## src/rtl/stream_prefetch_buffer.sv

```systemverilog
// stream_prefetch_buffer
//   Next-line stream prefetcher that sits between the I-cache and the L2/PMEM arbiters.
//   A demand miss flushes the buffer, fetches the missing line through the L2 arbiter and
//   arms the stream. While idle, sequential lines after the miss are then prefetched
//   through the PMEM arbiter into a circular buffer of DEPTH entries. An I-cache read that
//   hits the buffer is answered combinationally in the same cycle.
//
// Ports
//   clk, reset                      clock, asynchronous active-high reset
//   pf_enable                       allow prefetches after a demand miss
//   i_read, i_address               I-cache request (held until i_resp)
//   i_rdata, i_resp                 line returned to the I-cache, one-cycle response pulse
//   l2_read, l2_address             demand read to the L2 arbiter (line aligned)
//   l2_rdata, l2_resp               demand completion
//   pmem_read, pmem_address         prefetch read to the PMEM arbiter (line aligned)
//   pmem_rdata, pmem_resp           prefetch completion
//   hit_count, miss_count, pf_count 32-bit saturating event counters (PF_STATS_EN only)
//
// Configuration macro
//   PF_STATS_EN : when defined, adds the three statistics counters and their output ports.
module stream_prefetch_buffer #(
  parameter int ADDR_WIDTH  = 16,
  parameter int OFFSET_BITS = 5,
  parameter int LINE_WIDTH  = 256,
  parameter int DEPTH       = 4
) (
  input  logic                  clk,
  input  logic                  reset,
  input  logic                  pf_enable,
  input  logic                  i_read,
  input  logic [ADDR_WIDTH-1:0] i_address,
  output logic [LINE_WIDTH-1:0] i_rdata,
  output logic                  i_resp,
  output logic                  l2_read,
  output logic [ADDR_WIDTH-1:0] l2_address,
  input  logic [LINE_WIDTH-1:0] l2_rdata,
  input  logic                  l2_resp,
  output logic                  pmem_read,
  output logic [ADDR_WIDTH-1:0] pmem_address,
  input  logic [LINE_WIDTH-1:0] pmem_rdata,
  input  logic                  pmem_resp
`ifdef PF_STATS_EN
  ,
  output logic [31:0]           hit_count,
  output logic [31:0]           miss_count,
  output logic [31:0]           pf_count
`endif
);

  localparam int LINE_W = ADDR_WIDTH - OFFSET_BITS;
  localparam int PTR_W  = $clog2(DEPTH);
  localparam int CNT_W  = PTR_W + 1;

  typedef enum logic [1:0] {
    S_IDLE     = 2'd0,
    S_DEMAND   = 2'd1,
    S_PREFETCH = 2'd2
  } state_t;

  state_t              r_state;
  state_t              w_state_nxt;

  // Buffer control (reset) and buffer contents (not reset; guarded by r_valid)
  logic [DEPTH-1:0]    r_valid;
  logic [PTR_W-1:0]    r_head;
  logic [PTR_W-1:0]    r_tail;
  logic [CNT_W-1:0]    r_count;
  logic [LINE_W-1:0]   r_next_pf;
  logic [LINE_W-1:0]   r_miss_line;
  logic                r_armed;
  logic [LINE_W-1:0]   r_tag  [DEPTH];
  logic [LINE_WIDTH-1:0] r_data [DEPTH];

  logic [LINE_W-1:0]   w_req_line;
  logic                w_unused_offset;
  logic                w_hit;
  logic [PTR_W-1:0]    w_hit_idx;
  logic [PTR_W-1:0]    w_hit_off;
  logic [DEPTH-1:0]    w_drop_mask;
  logic [CNT_W-1:0]    w_drop;
  logic                w_full;
  logic                w_do_hit;
  logic                w_do_miss;
  logic                w_pf_done;

  assign w_req_line      = i_address[ADDR_WIDTH-1:OFFSET_BITS];
  assign w_unused_offset = ^i_address[OFFSET_BITS-1:0];
  assign w_full          = (r_count == CNT_W'(DEPTH));

  // Tag match plus the set of entries from head through the hit entry. Valid entries are
  // contiguous from head in stream order, so that set is everything whose distance from
  // head does not exceed the hit entry's distance.
  always_comb begin
    w_hit       = 1'b0;
    w_hit_idx   = '0;
    w_drop_mask = '0;
    for (int k = 0; k < DEPTH; k++) begin
      if (r_valid[k] && (r_tag[k] == w_req_line)) begin
        w_hit     = 1'b1;
        w_hit_idx = PTR_W'(k);
      end
    end
    w_hit_off = w_hit_idx - r_head;
    for (int k = 0; k < DEPTH; k++) begin
      if ((PTR_W'(k) - r_head) <= w_hit_off) begin
        w_drop_mask[k] = 1'b1;
      end
    end
    w_drop = CNT_W'(w_hit_off) + CNT_W'(1);
  end

  assign w_do_hit  = (r_state == S_IDLE) && i_read && w_hit;
  assign w_do_miss = (r_state == S_IDLE) && i_read && !w_hit;
  assign w_pf_done = (r_state == S_PREFETCH) && pmem_resp;

  // State register
  always_ff @(posedge clk or posedge reset) begin
    if (reset) begin
      r_state <= S_IDLE;
    end else begin
      r_state <= w_state_nxt;
    end
  end

  // Next-state logic
  always_comb begin
    w_state_nxt = r_state;
    case (r_state)
      S_IDLE: begin
        if (i_read) begin
          w_state_nxt = w_hit ? S_IDLE : S_DEMAND;
        end else if (pf_enable && !w_full && r_armed) begin
          w_state_nxt = S_PREFETCH;
        end
      end
      S_DEMAND:   if (l2_resp)   w_state_nxt = S_IDLE;
      S_PREFETCH: if (pmem_resp) w_state_nxt = S_IDLE;
      default:    w_state_nxt = S_IDLE;
    endcase
  end

  // Output logic
  always_comb begin
    i_resp       = 1'b0;
    i_rdata      = '0;
    l2_read      = 1'b0;
    l2_address   = '0;
    pmem_read    = 1'b0;
    pmem_address = '0;
    case (r_state)
      S_IDLE: begin
        if (i_read && w_hit) begin
          i_resp  = 1'b1;
          i_rdata = r_data[w_hit_idx];
        end
      end
      S_DEMAND: begin
        l2_read    = 1'b1;
        l2_address = {r_miss_line, {OFFSET_BITS{1'b0}}};
        if (l2_resp) begin
          i_resp  = 1'b1;
          i_rdata = l2_rdata;
        end
      end
      S_PREFETCH: begin
        pmem_read    = 1'b1;
        pmem_address = {r_next_pf, {OFFSET_BITS{1'b0}}};
      end
      default: ;
    endcase
  end

  // Buffer control: hits retire head..k, misses flush and re-arm, prefetches append at tail
  always_ff @(posedge clk or posedge reset) begin
    if (reset) begin
      r_valid     <= '0;
      r_head      <= '0;
      r_tail      <= '0;
      r_count     <= '0;
      r_next_pf   <= '0;
      r_miss_line <= '0;
      r_armed     <= 1'b0;
    end else if (w_do_hit) begin
      r_valid <= r_valid & ~w_drop_mask;
      r_head  <= w_hit_idx + PTR_W'(1);
      r_count <= r_count - w_drop;
    end else if (w_do_miss) begin
      r_valid     <= '0;
      r_head      <= '0;
      r_tail      <= '0;
      r_count     <= '0;
      r_miss_line <= w_req_line;
      r_next_pf   <= w_req_line + LINE_W'(1);
      r_armed     <= 1'b1;
    end else if (w_pf_done) begin
      r_valid[r_tail] <= 1'b1;
      r_tail          <= r_tail + PTR_W'(1);
      r_count         <= r_count + CNT_W'(1);
      r_next_pf       <= r_next_pf + LINE_W'(1);
    end
  end

  // Buffer contents
  always_ff @(posedge clk) begin
    if (w_pf_done) begin
      r_tag[r_tail]  <= r_next_pf;
      r_data[r_tail] <= pmem_rdata;
    end
  end

`ifdef PF_STATS_EN
  function automatic logic [31:0] sat_inc(input logic [31:0] v);
    return (v == 32'hFFFF_FFFF) ? v : v + 32'd1;
  endfunction

  logic [31:0] r_hit_count;
  logic [31:0] r_miss_count;
  logic [31:0] r_pf_count;

  always_ff @(posedge clk or posedge reset) begin
    if (reset) begin
      r_hit_count  <= '0;
      r_miss_count <= '0;
      r_pf_count   <= '0;
    end else begin
      if (w_do_hit)  r_hit_count  <= sat_inc(r_hit_count);
      if (w_do_miss) r_miss_count <= sat_inc(r_miss_count);
      if (w_pf_done) r_pf_count   <= sat_inc(r_pf_count);
    end
  end

  assign hit_count  = r_hit_count;
  assign miss_count = r_miss_count;
  assign pf_count   = r_pf_count;
`endif

endmodule

```

## config.mk

```make
export PLATFORM = sky130hd
export DESIGN_NAME = stream_prefetch_buffer
export DESIGN_NICKNAME = d
export VERILOG_FILES = /design/src/rtl/stream_prefetch_buffer.sv
export SDC_FILE = /design/constraint.sdc
export NUM_CORES = 1
export LEC_CHECK = 0
export BUFFER_PORTS_ARGS = -buffer_cell sky130_fd_sc_hd__buf_2
export CORE_MARGIN = 2
export CORE_UTILIZATION = 26
export DETAILED_ROUTE_END_ITERATION = 7
export GPL_ROUTABILITY_DRIVEN = 0
export GPL_TIMING_DRIVEN = 0
export HOLD_SLACK_MARGIN = 0.02
export PLACE_DENSITY = 0.52
export SYNTH_ARGS = -nofsm -noshare
export SYNTH_HDL_FRONTEND = slang
export SYNTH_SLANG_ARGS = --single-unit
export TNS_END_PERCENT = 1
```

## constraint.sdc

```tcl
create_clock -name clk -period 16.1 [get_ports clk]
set_input_delay 4.025 -clock clk [delete_from_list [all_inputs] [get_ports clk]]
set_output_delay 4.025 -clock clk [all_outputs]
set_load 0.02 [all_outputs]
```

Word-level counts from Yosys, hierarchy flattened
Memory sizes are Yosys's and may differ from the RTL's.
Index checks and enable logic that the tools add are counted.

operators by class
  reduce and logical (&&, ||, !) cells = 21
  bitwise operators = 4
  muxes and demuxes = 43
  eq/ne operators = 10
  order comparisons = 6
  add/subtract/negate cells = 12

operator list
  kind                                                                count
  256-bit 2-to-1 mux                                                  2
  256-bit one-hot mux with 2 select lines                             1
  11-bit equality test                                                4
  16-bit 2-to-1 mux                                                   2
  11-bit by 1-bit adder with 11-bit output (second input constant)    2
  11-bit 2-to-1 mux                                                   2
  2-bit 2-to-1 mux                                                    10
  1-bit 2-to-1 mux                                                    17
  1-bit logical AND                                                   12
  4-bit 2-to-1 mux                                                    3
  3-bit 2-to-1 mux                                                    3
  2-bit less-or-equal comparator                                      4
  2-bit one-hot mux with 3 select lines                               1
  2-bit by 1-bit adder with 2-bit output (second input constant)      2
  4-bit bitwise AND                                                   1
  2-bit inequality test (second input constant)                       2
  4-bit NOT                                                           1
  4-bit OR                                                            1
  2-bit AND reduction                                                 2
  2-bit nonzero test                                                  2
  1-bit by 2-bit subtractor with 2-bit output (first input constant)  2
  2-bit subtractor (first input constant)                             2
  2-bit by 1-bit adder with 3-bit output (second input constant)      1
  3-bit by 1-bit adder with 3-bit output (second input constant)      1
  other kinds (15)                                                    16

storage, ports and cells
  memories = 2
  RAM bits = 1068
  bits of input ports = 534
  flip-flop bits (word level) = 36
  logic and storage cells = 106
  output and inout port bits = 291

memory list
  memory  words  width  rd ports  clocked after Yosys merged registers in  wr ports  RTL line  source
  r_data  4      256    1         0                                        1         72        logic [LINE_WIDTH-1:0] r_data [DEPTH];
  r_tag   4      11     4         0                                        1         71        logic [LINE_W-1:0] r_tag [DEPTH];

Longest topological paths before layout
Gate-level depths: netlist of run 1.
An unclocked memory read counts as a cell.

  word-level depth = 12
  depth in mapped cells = 18
  depth with buffers taken out = 15

Worst setup path before layout of run 1
Ideal clock, no wire load.

  path type = input to register
  start point = input pmem_resp
  end point = register r_valid[0]
  path buffers = 0
  data required time = 15.993 ns
  cell stages on the path = 3
  data arrival time = 10.835 ns
  slack = 5.158 ns
  library setup time = 0.107 ns
  cell sequence = and3_1 o21ai_0 a31oi_1

on the way
  cells in the longest elaborated chain, start to end = 2

RTL lines
  item                          RTL line  source
  start, declared               41        input logic pmem_resp
  1-bit logical AND             114       assign w_pf_done = (r_state == S_PREFETCH) && pmem_resp;
  3-bit nonzero test (no line)  -
  end signal, assigned          184       r_valid <= r_valid & ~w_drop_mask;
  end, declared                 64        logic [DEPTH-1:0] r_valid;

No other way between the ends.
A chain may end at the register's enable or synchronous reset.

Worst setup path in the final report of run 1
  start point = input i_address[13]
  end point = output i_rdata[148]

on the way
  cells in the longest elaborated chain, start to end = 9
  elaborated cells between the ends (all ways) = 19
  classes of those cells = eq/ne (4); mux (9); reduce/logical (5); memory (1)

RTL lines
  item                                                        RTL line  source
  start, declared                                             31        input logic [ADDR_WIDTH-1:0] i_address,
  branches (longest 7 deep; another with memory 4 x 256 bit)  -
  256-bit 2-to-1 mux *                                        152       if (i_read && w_hit) begin
  256-bit one-hot mux with 2 select lines *                   150       case (r_state)
  end, declared                                               32        output logic [LINE_WIDTH-1:0] i_rdata,

Every way passes the cells marked *.

==> metrics.txt, run 1 <==
# TYPE chip_impl_metric gauge
chip_impl_info{name="result_of_the_run",value="completed"} 1
chip_impl_metric{name="post_route_cells_drive_above_1_share",unit="%"} 24.9
chip_impl_metric{name="synthesis.instances",unit=""} 3173
chip_impl_metric{name="regToRegSetupSlack",unit="ns"} 12.22
chip_impl_metric{name="slew_headroom",unit="%"} 20.3
chip_impl_metric{name="critPathBufInv",unit=""} 5
chip_impl_metric{name="antenna_found_initial",unit=""} 60
chip_impl_metric{name="dpl.cell_count",unit=""} 6311
chip_impl_metric{name="first_global_vias",unit=""} 28887
chip_impl_info{name="clock_tree_from_tritoncts",value="done"} 1
chip_impl_metric{name="routedWlPerCell",unit="um"} 21.6
chip_impl_metric{name="first_pass_iters",unit=""} 5
chip_impl_metric{name="number_of_nets_with_antenna_violations_after_detailed_routing",unit=""} 0
chip_impl_metric{name="num-nets-final",unit=""} 4673
chip_impl_metric{name="cap_viol_max_count",unit=""} 0
chip_impl_info{name="most_instantiated_flip_flop_cell_in_the_synthesis_netlist",value="sky130_fd_sc_hd__edfxtp_1"} 1
chip_impl_info{name="timing.rr.start",value="r_tag[0][2]$_DFFE_PP_"} 1
chip_impl_metric{name="viasPerCell",unit=""} 4.58
chip_impl_metric{name="synth.yosys.warnings",unit=""} 0
chip_impl_metric{name="r2r_cells",unit=""} 16
chip_impl_metric{name="power_per_cell_area",unit="mW/mm2"} 118
chip_impl_metric{name="hold_path_depth",unit=""} 1
chip_impl_info{name="worst_setup_path_start_kind",value="input port"} 1
chip_impl_metric{name="grt_pass1_wl",unit="um"} 199000
chip_impl_metric{name="rows",unit=""} 152
chip_impl_metric{name="cts-hold-fix-buffers",unit=""} 0
chip_impl_metric{name="grt_usage",unit="%"} 15.4
chip_impl_metric{name="cts_post_setup_buffers_inserted",unit=""} 0
chip_impl_metric{name="timing.hold.ws",unit="ns"} 0.470
chip_impl_metric{name="worst-slew-pin-transition",unit="ns"} 1.20
chip_impl_metric{name="worst_skew_pair.late_latency",unit="ns"} 0.73
chip_impl_metric{name="power.net_switching",unit="uW"} 1600
chip_impl_metric{name="core_area",unit="mm2"} 0.172
chip_impl_metric{name="final_core_util",unit="%"} 32.8
chip_impl_metric{name="place.port_buffers",unit=""} 798
chip_impl_info{name="cts_root_buf",value="sky130_fd_sc_hd__clkbuf_16"} 1
chip_impl_metric{name="cts_buffer_depth",unit=""} 3
chip_impl_info{name="worst_hold_path_type",value="reg -> reg"} 1
chip_impl_metric{name="p_leak",unit="uW"} 0.0216
chip_impl_metric{name="period_share",unit="%"} 76.2
chip_impl_metric{name="sequential_share_of_power",unit="%"} 50.2
chip_impl_metric{name="floorplan.die_area",unit="mm2"} 0.176
chip_impl_info{name="worstHoldStart",value="r_armed$_DFFE_PP0P_"} 1
chip_impl_metric{name="post_place_worst_slack",unit="ns"} 3.46
chip_impl_metric{name="setup_slack",unit="ns"} 3.84
chip_impl_metric{name="drc",unit=""} 0
chip_impl_metric{name="syn_area",unit="mm2"} 0.0449
chip_impl_metric{name="die_height",unit="um"} 420
chip_impl_metric{name="numCtsBuffers",unit=""} 121
chip_impl_metric{name="ctsHtreeMaxLevel",unit=""} 3
chip_impl_info{name="min_to",value="r_armed$_DFFE_PP0P_"} 1
chip_impl_metric{name="clockPowerShare",unit="%"} 40.5
chip_impl_info{name="worstSetupPathType",value="in -> out"} 1
chip_impl_metric{name="grt_max_degree",unit=""} 54
chip_impl_metric{name="finish.cell_count_without_fillers",unit=""} 6555
chip_impl_metric{name="vias",unit=""} 30042
chip_impl_metric{name="comb_power_share",unit="%"} 9.3
chip_impl_info{name="path_delay_family",value="buffers and inverters"} 1
chip_impl_info{name="crit_chain",value="buf_4 -> xnor2_2 -> nand4_1 -> nor3_1 -> clkbuf_1 -> clkbuf_1 -> clkbuf_1 -> a21oi_1 -> o21ai_0 -> buf_2"} 1
chip_impl_info{name="critPathSlowestCell",value="sky130_fd_sc_hd__clkbuf_1"} 1
chip_impl_info{name="cell_type_with_the_highest_occurrence_count_on_the_critical_path",value="sky130_fd_sc_hd__clkbuf_1"} 1
chip_impl_metric{name="synth.ff_latch_count",unit=""} 1104
chip_impl_metric{name="fmax",unit="MHz"} 81.5
chip_impl_metric{name="io-pin-count",unit=""} 825
chip_impl_metric{name="timing.final.crit_period",unit="ns"} 12.26
chip_impl_metric{name="ys_async_sr_fraction",unit="%"} 3.26
chip_impl_metric{name="initial_core_util",unit="%"} 26.2
chip_impl_metric{name="worst-endpoint-required",unit="ns"} 12.07
chip_impl_metric{name="timing.clock.skew",unit="ns"} 0.0140
chip_impl_metric{name="switching_share",unit="%"} 24.1
chip_impl_metric{name="synth_sequential_area_ratio",unit="%"} 73.4
chip_impl_metric{name="grt.overflow.total",unit=""} 0
chip_impl_info{name="critical_path.endpoint_type",value="output pin"} 1
chip_impl_metric{name="setup_viol",unit=""} 0
chip_impl_info{name="regToRegEndpoint",value="r_next_pf[10]$_DFFE_PP0P_"} 1
chip_impl_metric{name="post_cts_resized",unit=""} 0
chip_impl_metric{name="critical_path.max_fanout",unit=""} 10
chip_impl_metric{name="critPathArrivalTime",unit="ns"} 8.24
chip_impl_metric{name="clock_sink_count",unit=""} 1104
chip_impl_metric{name="critical_path.max_stage_delay",unit="ns"} 0.90
chip_impl_metric{name="area_growth_syn_to_layout",unit="%"} 25.4
chip_impl_metric{name="fp.dieW",unit="um"} 420
chip_impl_metric{name="fin_total_pwr",unit="uW"} 6630
chip_impl_metric{name="slew_violations",unit=""} 0
chip_impl_metric{name="syn-mean-instance-area",unit="um2"} 14.2
chip_impl_metric{name="dpl.hpwl",unit="um"} 99700
chip_impl_metric{name="drt_iter0_markers",unit=""} 1958
chip_impl_metric{name="path_clk_slew",unit="ns"} 0.06
chip_impl_info{name="rsz0062_at_grt",value="false"} 1
chip_impl_metric{name="number_of_enable_flip_flop_cells_after_synthesis",unit=""} 1068
chip_impl_metric{name="max-vdd-ir-drop",unit="uV"} 80.0
chip_impl_metric{name="post_synth_num_cell_types",unit=""} 46
chip_impl_metric{name="timing_hold_violations_final",unit=""} 0
chip_impl_metric{name="total_routed_length",unit="um"} 142000
chip_impl_metric{name="p_int",unit="uW"} 5030
[how the worst max path moves through the flow]
| stage | from | end | slack [ns] | depth (start not counted) |
|---|---|---|---|---|
| final | i_address[13] | i_rdata[148] | 3.84 | 10 |
| after global routing | i_address[7] | i_rdata[20] | 3.45 | 11 |
| after CTS | i_address[7] | i_rdata[20] | 3.45 | 11 |
| after detailed placement | i_address[7] | i_rdata[20] | 3.46 | 11 |
| after global placement | pmem_resp | r_valid[0]$_DFFE_PP0P_ | -1.04 | 4 |
| after floorplan | pmem_resp | r_valid[0]$_DFFE_PP0P_ | 5.16 | 3 |
[cells in the mapped netlist (11+ instances only)]
library cell,number,share of area (%)
sky130_fd_sc_hd__xor2_1,13,0.25
sky130_fd_sc_hd__edfxtp_1,1068,71
sky130_fd_sc_hd__and2_1,25,0.35
sky130_fd_sc_hd__a211oi_1,257,4.3
sky130_fd_sc_hd__nand2_1,310,2.6
sky130_fd_sc_hd__mux2i_1,256,5.7
sky130_fd_sc_hd__inv_1,11,0.092
sky130_fd_sc_hd__dfrtp_1,36,2.0
sky130_fd_sc_hd__nor2_1,273,2.3
sky130_fd_sc_hd__a21oi_1,271,3.0
sky130_fd_sc_hd__clkbuf_1,159,1.3
sky130_fd_sc_hd__nand4_1,27,0.38
sky130_fd_sc_hd__buf_2,32,0.36
sky130_fd_sc_hd__ha_1,13,0.36
sky130_fd_sc_hd__buf_4,15,0.25
sky130_fd_sc_hd__xnor2_1,50,0.98
sky130_fd_sc_hd__o21ai_0,271,3.0
sky130_fd_sc_hd__buf_1,22,0.18
[per-stage QoR]
| stage | cell area [um2] | TNS, ns |
|---|---|---|
| final | 56300 | 0 |
| after CTS | 56300 | 0 |
| after floorplan | 44900 | 0 |
| after detailed placement | 52400 | 0 |
| after global placement | 51800 | -473.13 |
| after global routing | 56300 | 0 |
[logic make-up (layout without fill, tap and decap cells)]
kind of cell,Yosys count,after routing,share of synthesized area [%]
AO/OA/AOI/OAI,812,812,10.6
multiplexers,257,257,5.73
AND/OR/NAND/NOR,674,674,6.15
flip-flops,1104,1104,73.4
buffers and inverters,244,1283,2.34
other,1,34,0.00835
XOR/XNOR,67,67,1.37
adder cells (fa/ha/maj),14,14,0.407
[routing by layer]
layer | global-route usage [%] | vias up | part of all wire (%)
met5 | 0 | - | 0.17
met4 | 5.58 | 36 | 3.7
met3 | 3.03 | 301 | 5.3
met2 | 26.3 | 920 | 50
met1 | 19.3 | 14888 | 41
li1 | - | 13897 | -
[worst register-to-register path, cell delays in order, from the launching register on]
cell                        delay, ns
sky130_fd_sc_hd__edfxtp_1        0.38
sky130_fd_sc_hd__xor2_1          0.17
sky130_fd_sc_hd__nor4_1          0.32
sky130_fd_sc_hd__nand4_1         0.29
sky130_fd_sc_hd__o2111ai_2       0.62
sky130_fd_sc_hd__or2_2           0.21
sky130_fd_sc_hd__buf_2           0.20
sky130_fd_sc_hd__buf_2           0.28
sky130_fd_sc_hd__nand2_1         0.08
sky130_fd_sc_hd__nand2_1         0.08
sky130_fd_sc_hd__ha_1            0.14
sky130_fd_sc_hd__clkbuf_1        0.30
sky130_fd_sc_hd__and2_1          0.29
sky130_fd_sc_hd__nand2_1         0.09
sky130_fd_sc_hd__xnor2_1         0.15
sky130_fd_sc_hd__nor2_1          0.06
sky130_fd_sc_hd__a21oi_1         0.14
[registers in the layout, indices dropped and copies added (netlist names)]
name and cells:
r_data 1024, r_tag 44, r_miss_line 11, r_next_pf 11, r_valid 4, r_count 3
r_head 2, r_state 2, r_tail 2, r_armed 1
[cell type report]
type	instances	area, um2
clock buffer	149	3180
antenna	24	60.1
tap	2310	2890
sequential	1104	33000
clock inverter	70	654
multi-input combinational	1834	10900
inverter	11	41.3
buffer	233	1010
fill	17293	115000
timing repair buffer	820	4570
[placed cells by master (no fill, tap or decap), types with 6 or more instances in the layout]
| cell type | instances |
|---|---|
| sky130_fd_sc_hd__edfxtp_1 | 1068 |
| sky130_fd_sc_hd__buf_2 | 830 |
| sky130_fd_sc_hd__nand2_1 | 310 |
| sky130_fd_sc_hd__nor2_1 | 273 |
| sky130_fd_sc_hd__o21ai_0 | 271 |
| sky130_fd_sc_hd__a21oi_1 | 271 |
| sky130_fd_sc_hd__a211oi_1 | 257 |
| sky130_fd_sc_hd__mux2i_1 | 256 |
| sky130_fd_sc_hd__clkbuf_1 | 180 |
| sky130_fd_sc_hd__clkbuf_16 | 123 |
| sky130_fd_sc_hd__xnor2_1 | 50 |
| sky130_fd_sc_hd__dfrtp_1 | 36 |
| sky130_fd_sc_hd__clkinv_1 | 34 |
| sky130_fd_sc_hd__nand4_1 | 27 |
| sky130_fd_sc_hd__and2_1 | 25 |
| sky130_fd_sc_hd__diode_2 | 24 |
| sky130_fd_sc_hd__buf_1 | 22 |
| sky130_fd_sc_hd__buf_16 | 19 |
| sky130_fd_sc_hd__buf_4 | 15 |
| sky130_fd_sc_hd__xor2_1 | 13 |
| sky130_fd_sc_hd__ha_1 | 13 |
| sky130_fd_sc_hd__clkinv_2 | 12 |
| sky130_fd_sc_hd__inv_1 | 10 |
| sky130_fd_sc_hd__conb_1 | 10 |
| sky130_fd_sc_hd__bufinv_16 | 10 |
| sky130_fd_sc_hd__nand3_1 | 8 |
| sky130_fd_sc_hd__or3_1 | 6 |
[power by group through the flow]
stage / clock network [uW] / logic [uW] / registers, uW
after global placement: 0 / 605 / 3420
after floorplan: 0 / 340 / 3380
final: 2690 / 619 / 3330
after CTS: 2760 / 625 / 3330
after global routing: 2860 / 675 / 3330
after detailed placement: 0 / 622 / 3390
Note: power is estimated with default switching activity, not from simulation.
==> inputs of run 2 (changes only) <==
Settings changed: ABC_AREA set to 1, PLACE_DENSITY 0.52 to 0.54.
Clock period 16.1 ns to 9.86 ns, I/O delays scaled along.
==> run 2 against run 1 <==
Cell count rose by 12%; combinational power rose to 2.7 times the previous value; clock-buffer cell count fell by 4; register-to-register slack got worse by 6.4 ns; first-iteration DRC count rose by 31%; sequential share of layout area fell by 1.4 points; global-route usage rose by 1.2 points; setup slack got worse by 2.4 ns; die area rose by 2.3%.
==> metrics.txt, run 2 <==
# TYPE chip_impl_metric gauge
chip_impl_metric{name="initial_core_util",unit="%"} 26.1
chip_impl_metric{name="worst-endpoint-required",unit="ns"} 7.40
chip_impl_info{name="synth_common_cells",value="1068 x sky130_fd_sc_hd__edfxtp_1, 820 x sky130_fd_sc_hd__nor2_1, 664 x sky130_fd_sc_hd__nand2_1"} 1
chip_impl_metric{name="regToRegSetupSlack",unit="ns"} 5.80
chip_impl_metric{name="place.port_buffers",unit=""} 806
chip_impl_info{name="critical_path.endpoint_type",value="output pin"} 1
chip_impl_info{name="most_numerous_cell_in_the_yosys_netlist",value="sky130_fd_sc_hd__edfxtp_1"} 1
chip_impl_metric{name="grt_max_degree",unit=""} 37
chip_impl_metric{name="grt.overflow.total",unit=""} 0
chip_impl_metric{name="viasPerCell",unit=""} 4.64
chip_impl_metric{name="timing.clock.skew",unit="ns"} 0.0457
chip_impl_metric{name="first_pass_iters",unit=""} 7
chip_impl_metric{name="ctsHtreeMaxLevel",unit=""} 3
chip_impl_metric{name="dpl-instance-area",unit="mm2"} 0.0540
chip_impl_metric{name="power_per_cell_area",unit="mW/mm2"} 197
chip_impl_metric{name="max-vdd-ir-drop",unit="uV"} 132
chip_impl_metric{name="total_routed_length",unit="um"} 156000
chip_impl_info{name="min_to",value="r_armed$_DFFE_PP0P_"} 1
chip_impl_metric{name="post_place_worst_slack",unit="ns"} 1.19
chip_impl_metric{name="ys_async_sr_fraction",unit="%"} 3.26
chip_impl_info{name="max_flop_register",value="r_data"} 1
chip_impl_info{name="worstSetupPathType",value="in -> out"} 1
chip_impl_metric{name="syn_area",unit="mm2"} 0.0460
chip_impl_info{name="rsz0062_at_grt",value="false"} 1
chip_impl_metric{name="antenna_found_initial",unit=""} 64
chip_impl_info{name="result_of_the_run",value="completed"} 1
chip_impl_info{name="regToRegEndpoint",value="r_valid[1]$_DFFE_PP0P_"} 1
chip_impl_metric{name="worst_skew_pair.late_latency",unit="ns"} 0.77
chip_impl_metric{name="slew_headroom",unit="%"} 6.66
chip_impl_metric{name="floorplan.die_area",unit="mm2"} 0.180
chip_impl_info{name="most_instantiated_flip_flop_cell_in_the_synthesis_netlist",value="sky130_fd_sc_hd__edfxtp_1"} 1
chip_impl_info{name="yosys-top-cells-area",value="sky130_fd_sc_hd__edfxtp_1 70%, sky130_fd_sc_hd__nor2_1 6.7%, sky130_fd_sc_hd__nand2_1 5.4%, sky130_fd_sc_hd__o32ai_1 4.9%, sky130_fd_sc_hd__o21ai_0 3.1%"} 1
chip_impl_metric{name="rows",unit=""} 154
chip_impl_info{name="worst_hold_path_type",value="reg -> reg"} 1
chip_impl_metric{name="critical_path.max_fanout",unit=""} 10
chip_impl_metric{name="synthesis.instances",unit=""} 3883
chip_impl_metric{name="number_of_enable_flip_flop_cells_after_synthesis",unit=""} 1068
chip_impl_metric{name="slew_violations",unit=""} 0
chip_impl_info{name="mostFrequentLayoutCell",value="sky130_fd_sc_hd__edfxtp_1"} 1
chip_impl_metric{name="r2r_cells",unit=""} 19
chip_impl_metric{name="final_design_area_no_fill",unit="mm2"} 0.0578
chip_impl_info{name="worst_setup_path_start_kind",value="input port"} 1
chip_impl_metric{name="synth_top_area_share",unit="%"} 69.8
chip_impl_metric{name="cts-hold-fix-buffers",unit=""} 0
chip_impl_metric{name="synth_sequential_area_ratio",unit="%"} 71.7
chip_impl_info{name="layout_top_registers",value="r_data x1024, r_tag x44"} 1
chip_impl_metric{name="clock_sink_count",unit=""} 1104
chip_impl_metric{name="final_core_util",unit="%"} 32.8
chip_impl_info{name="critical_path.startpoint",value="i_address[11]"} 1
chip_impl_metric{name="fmax",unit="MHz"} 119
chip_impl_metric{name="critPathArrivalTime",unit="ns"} 5.94
chip_impl_metric{name="largest_register_ff_count",unit=""} 1024
chip_impl_metric{name="area_growth_syn_to_layout",unit="%"} 25.7
chip_impl_info{name="synthDominantAreaCellType",value="sky130_fd_sc_hd__edfxtp_1"} 1
chip_impl_metric{name="post_cts_resized",unit=""} 0
chip_impl_info{name="cts_root_buf",value="sky130_fd_sc_hd__clkbuf_16"} 1
chip_impl_metric{name="dpl.hpwl",unit="um"} 111000
chip_impl_metric{name="number_of_nets_with_antenna_violations_after_detailed_routing",unit=""} 0
chip_impl_metric{name="grt_pass1_wl",unit="um"} 222000
chip_impl_metric{name="synth.yosys.warnings",unit=""} 0
chip_impl_metric{name="cap_viol_max_count",unit=""} 0
chip_impl_metric{name="synth.ff_latch_count",unit=""} 1104
chip_impl_metric{name="post_synth_num_cell_types",unit=""} 40
chip_impl_metric{name="post_route_cells_drive_above_1_share",unit="%"} 22.9
chip_impl_metric{name="routedWlPerCell",unit="um"} 21.2
chip_impl_metric{name="worst-slew-pin-transition",unit="ns"} 1.40
chip_impl_info{name="final_cell_mix",value="1068 x sky130_fd_sc_hd__edfxtp_1, 868 x sky130_fd_sc_hd__buf_2, 816 x sky130_fd_sc_hd__nor2_1"} 1
chip_impl_metric{name="cts_post_setup_buffers_inserted",unit=""} 0
chip_impl_metric{name="path_clk_slew",unit="ns"} 0.05
chip_impl_metric{name="syn-mean-instance-area",unit="um2"} 11.8
chip_impl_info{name="timing.rr.start",value="r_tag[1][2]$_DFFE_PP_"} 1
chip_impl_metric{name="io-pin-count",unit=""} 825
chip_impl_metric{name="num-nets-final",unit=""} 5415
chip_impl_metric{name="timing.final.crit_period",unit="ns"} 8.41
chip_impl_metric{name="vias",unit=""} 33999
chip_impl_metric{name="setup_viol",unit=""} 0
chip_impl_metric{name="p_leak",unit="uW"} 0.0216
chip_impl_metric{name="drc",unit=""} 0
chip_impl_metric{name="first_global_vias",unit=""} 33038
chip_impl_metric{name="hold_path_depth",unit=""} 1
chip_impl_metric{name="grt_usage",unit="%"} 16.6
chip_impl_metric{name="setup_slack",unit="ns"} 1.45
chip_impl_metric{name="core_area",unit="mm2"} 0.176
chip_impl_metric{name="timing_hold_violations_final",unit=""} 0
chip_impl_metric{name="period_share",unit="%"} 85.3
chip_impl_metric{name="die_height",unit="um"} 424
chip_impl_metric{name="cts_buffer_depth",unit=""} 3
chip_impl_metric{name="drt_iter0_markers",unit=""} 2566
chip_impl_metric{name="fp.dieW",unit="um"} 424
chip_impl_metric{name="numCtsBuffers",unit=""} 119
chip_impl_info{name="clock_tree_from_tritoncts",value="done"} 1
chip_impl_info{name="worstHoldStart",value="r_armed$_DFFE_PP0P_"} 1
==> run 2: cell types whose count changed after synthesis, moves of 14 or more <==
cell | previous run | this run
sky130_fd_sc_hd__mux2i_1 | 256 | 0
sky130_fd_sc_hd__clkbuf_1 | 159 | 186
sky130_fd_sc_hd__nand2_1 | 310 | 664
sky130_fd_sc_hd__inv_1 | 11 | 95
sky130_fd_sc_hd__o32ai_1 | 0 | 256
sky130_fd_sc_hd__a211oi_1 | 257 | 0
sky130_fd_sc_hd__nand4_1 | 27 | 6
sky130_fd_sc_hd__buf_2 | 32 | 62
sky130_fd_sc_hd__nor2_1 | 273 | 820
sky130_fd_sc_hd__nand3_1 | 8 | 277
sky130_fd_sc_hd__xnor2_1 | 50 | 16
sky130_fd_sc_hd__and2_1 | 25 | 0
sky130_fd_sc_hd__a21oi_1 | 271 | 7
sky130_fd_sc_hd__inv_2 | 0 | 14
==> run 2: metrics by stage <==
stage | cells | power (uW) | setup TNS, ns | hold slack [ns]
6_report | 7333 | 11400 | 0 | 0.470
2_1_floorplan | 3892 | 6560 | -592.88 | 0.440
3_3_place_gp | 7038 | 7280 | -7721.32 | 0.460
3_5_place_dp | 7086 | 7270 | 0 | 0.462
5_1_grt | 7324 | 11900 | 0 | 0.506
4_1_cts | 7309 | 11500 | 0 | 0.475
==> run 2: where the power goes <==
part | internal, uW | leakage [uW] | switching [uW]
Sequential | 5380 | 0.0101 | 92.3
Clock | 2340 | 0.00179 | 1890
Combinational | 534 | 0.00977 | 1160
==> run 2: layer usage <==
| layer | up-vias | global-route usage, % | routed length [um] |
|---|---|---|---|
| met5 | - | 0 | 115 |
| met1 | 16680 | 20.3 | 62900 |
| met4 | 18 | 6.50 | 5410 |
| met3 | 272 | 2.63 | 7920 |
| li1 | 15926 | - | - |
| met2 | 1103 | 29.3 | 79400 |
==> run 2: how the worst max path moves through the flow <==
stage | to | slack [ns] | depth (start not counted)
after global routing | i_rdata[6] | 1.18 | 15
after CTS | i_rdata[71] | 1.19 | 14
after floorplan | r_data[0][0]$_DFFE_PP_ | -0.56 | 4
after global placement | r_data[1][12]$_DFFE_PP_ | -7.53 | 5
final | i_rdata[6] | 1.45 | 14
after detailed placement | i_rdata[71] | 1.19 | 14
==> run 2: layout make-up <==
cell class / instances / area (um2)
clock inverters: 78 / 587
plain buffers: 272 / 1160
repair buffers: 854 / 5050
well taps: 2340 / 2930
clock buffers: 145 / 3100
inverters: 111 / 417
flip-flops and latches: 1104 / 33000
fillers: 17805 / 118000
diodes: 24 / 60.1
multi-input cells: 2405 / 11500
==> run 2: logic make-up after synthesis <==
kind of cell | Yosys count | share of synthesized area, %
AOI/OAI and AO/OA | 571 | 8.39
buffers and inverters | 383 | 3.42
other | 1 | 0.00816
adders and majority gates | 14 | 0.397
xor gates and xnor gates | 20 | 0.381
DFF | 1104 | 71.7
and+or+nand+nor | 1790 | 15.7
==> run 2: critical path, cell delays in order <==
cell and delay [ns]:
sky130_fd_sc_hd__buf_2 0.14, sky130_fd_sc_hd__inv_2 0.11, sky130_fd_sc_hd__nand2_1 0.06, sky130_fd_sc_hd__nand2_1 0.09
sky130_fd_sc_hd__nand2_1 0.08, sky130_fd_sc_hd__nor2_2 0.15, sky130_fd_sc_hd__nand3_4 0.24, sky130_fd_sc_hd__nand2_2 0.47
sky130_fd_sc_hd__buf_2 0.54, sky130_fd_sc_hd__clkbuf_1 0.78, sky130_fd_sc_hd__o32ai_1 0.21, sky130_fd_sc_hd__nand2_1 0.28
sky130_fd_sc_hd__nand2_1 0.08, sky130_fd_sc_hd__buf_2 0.17
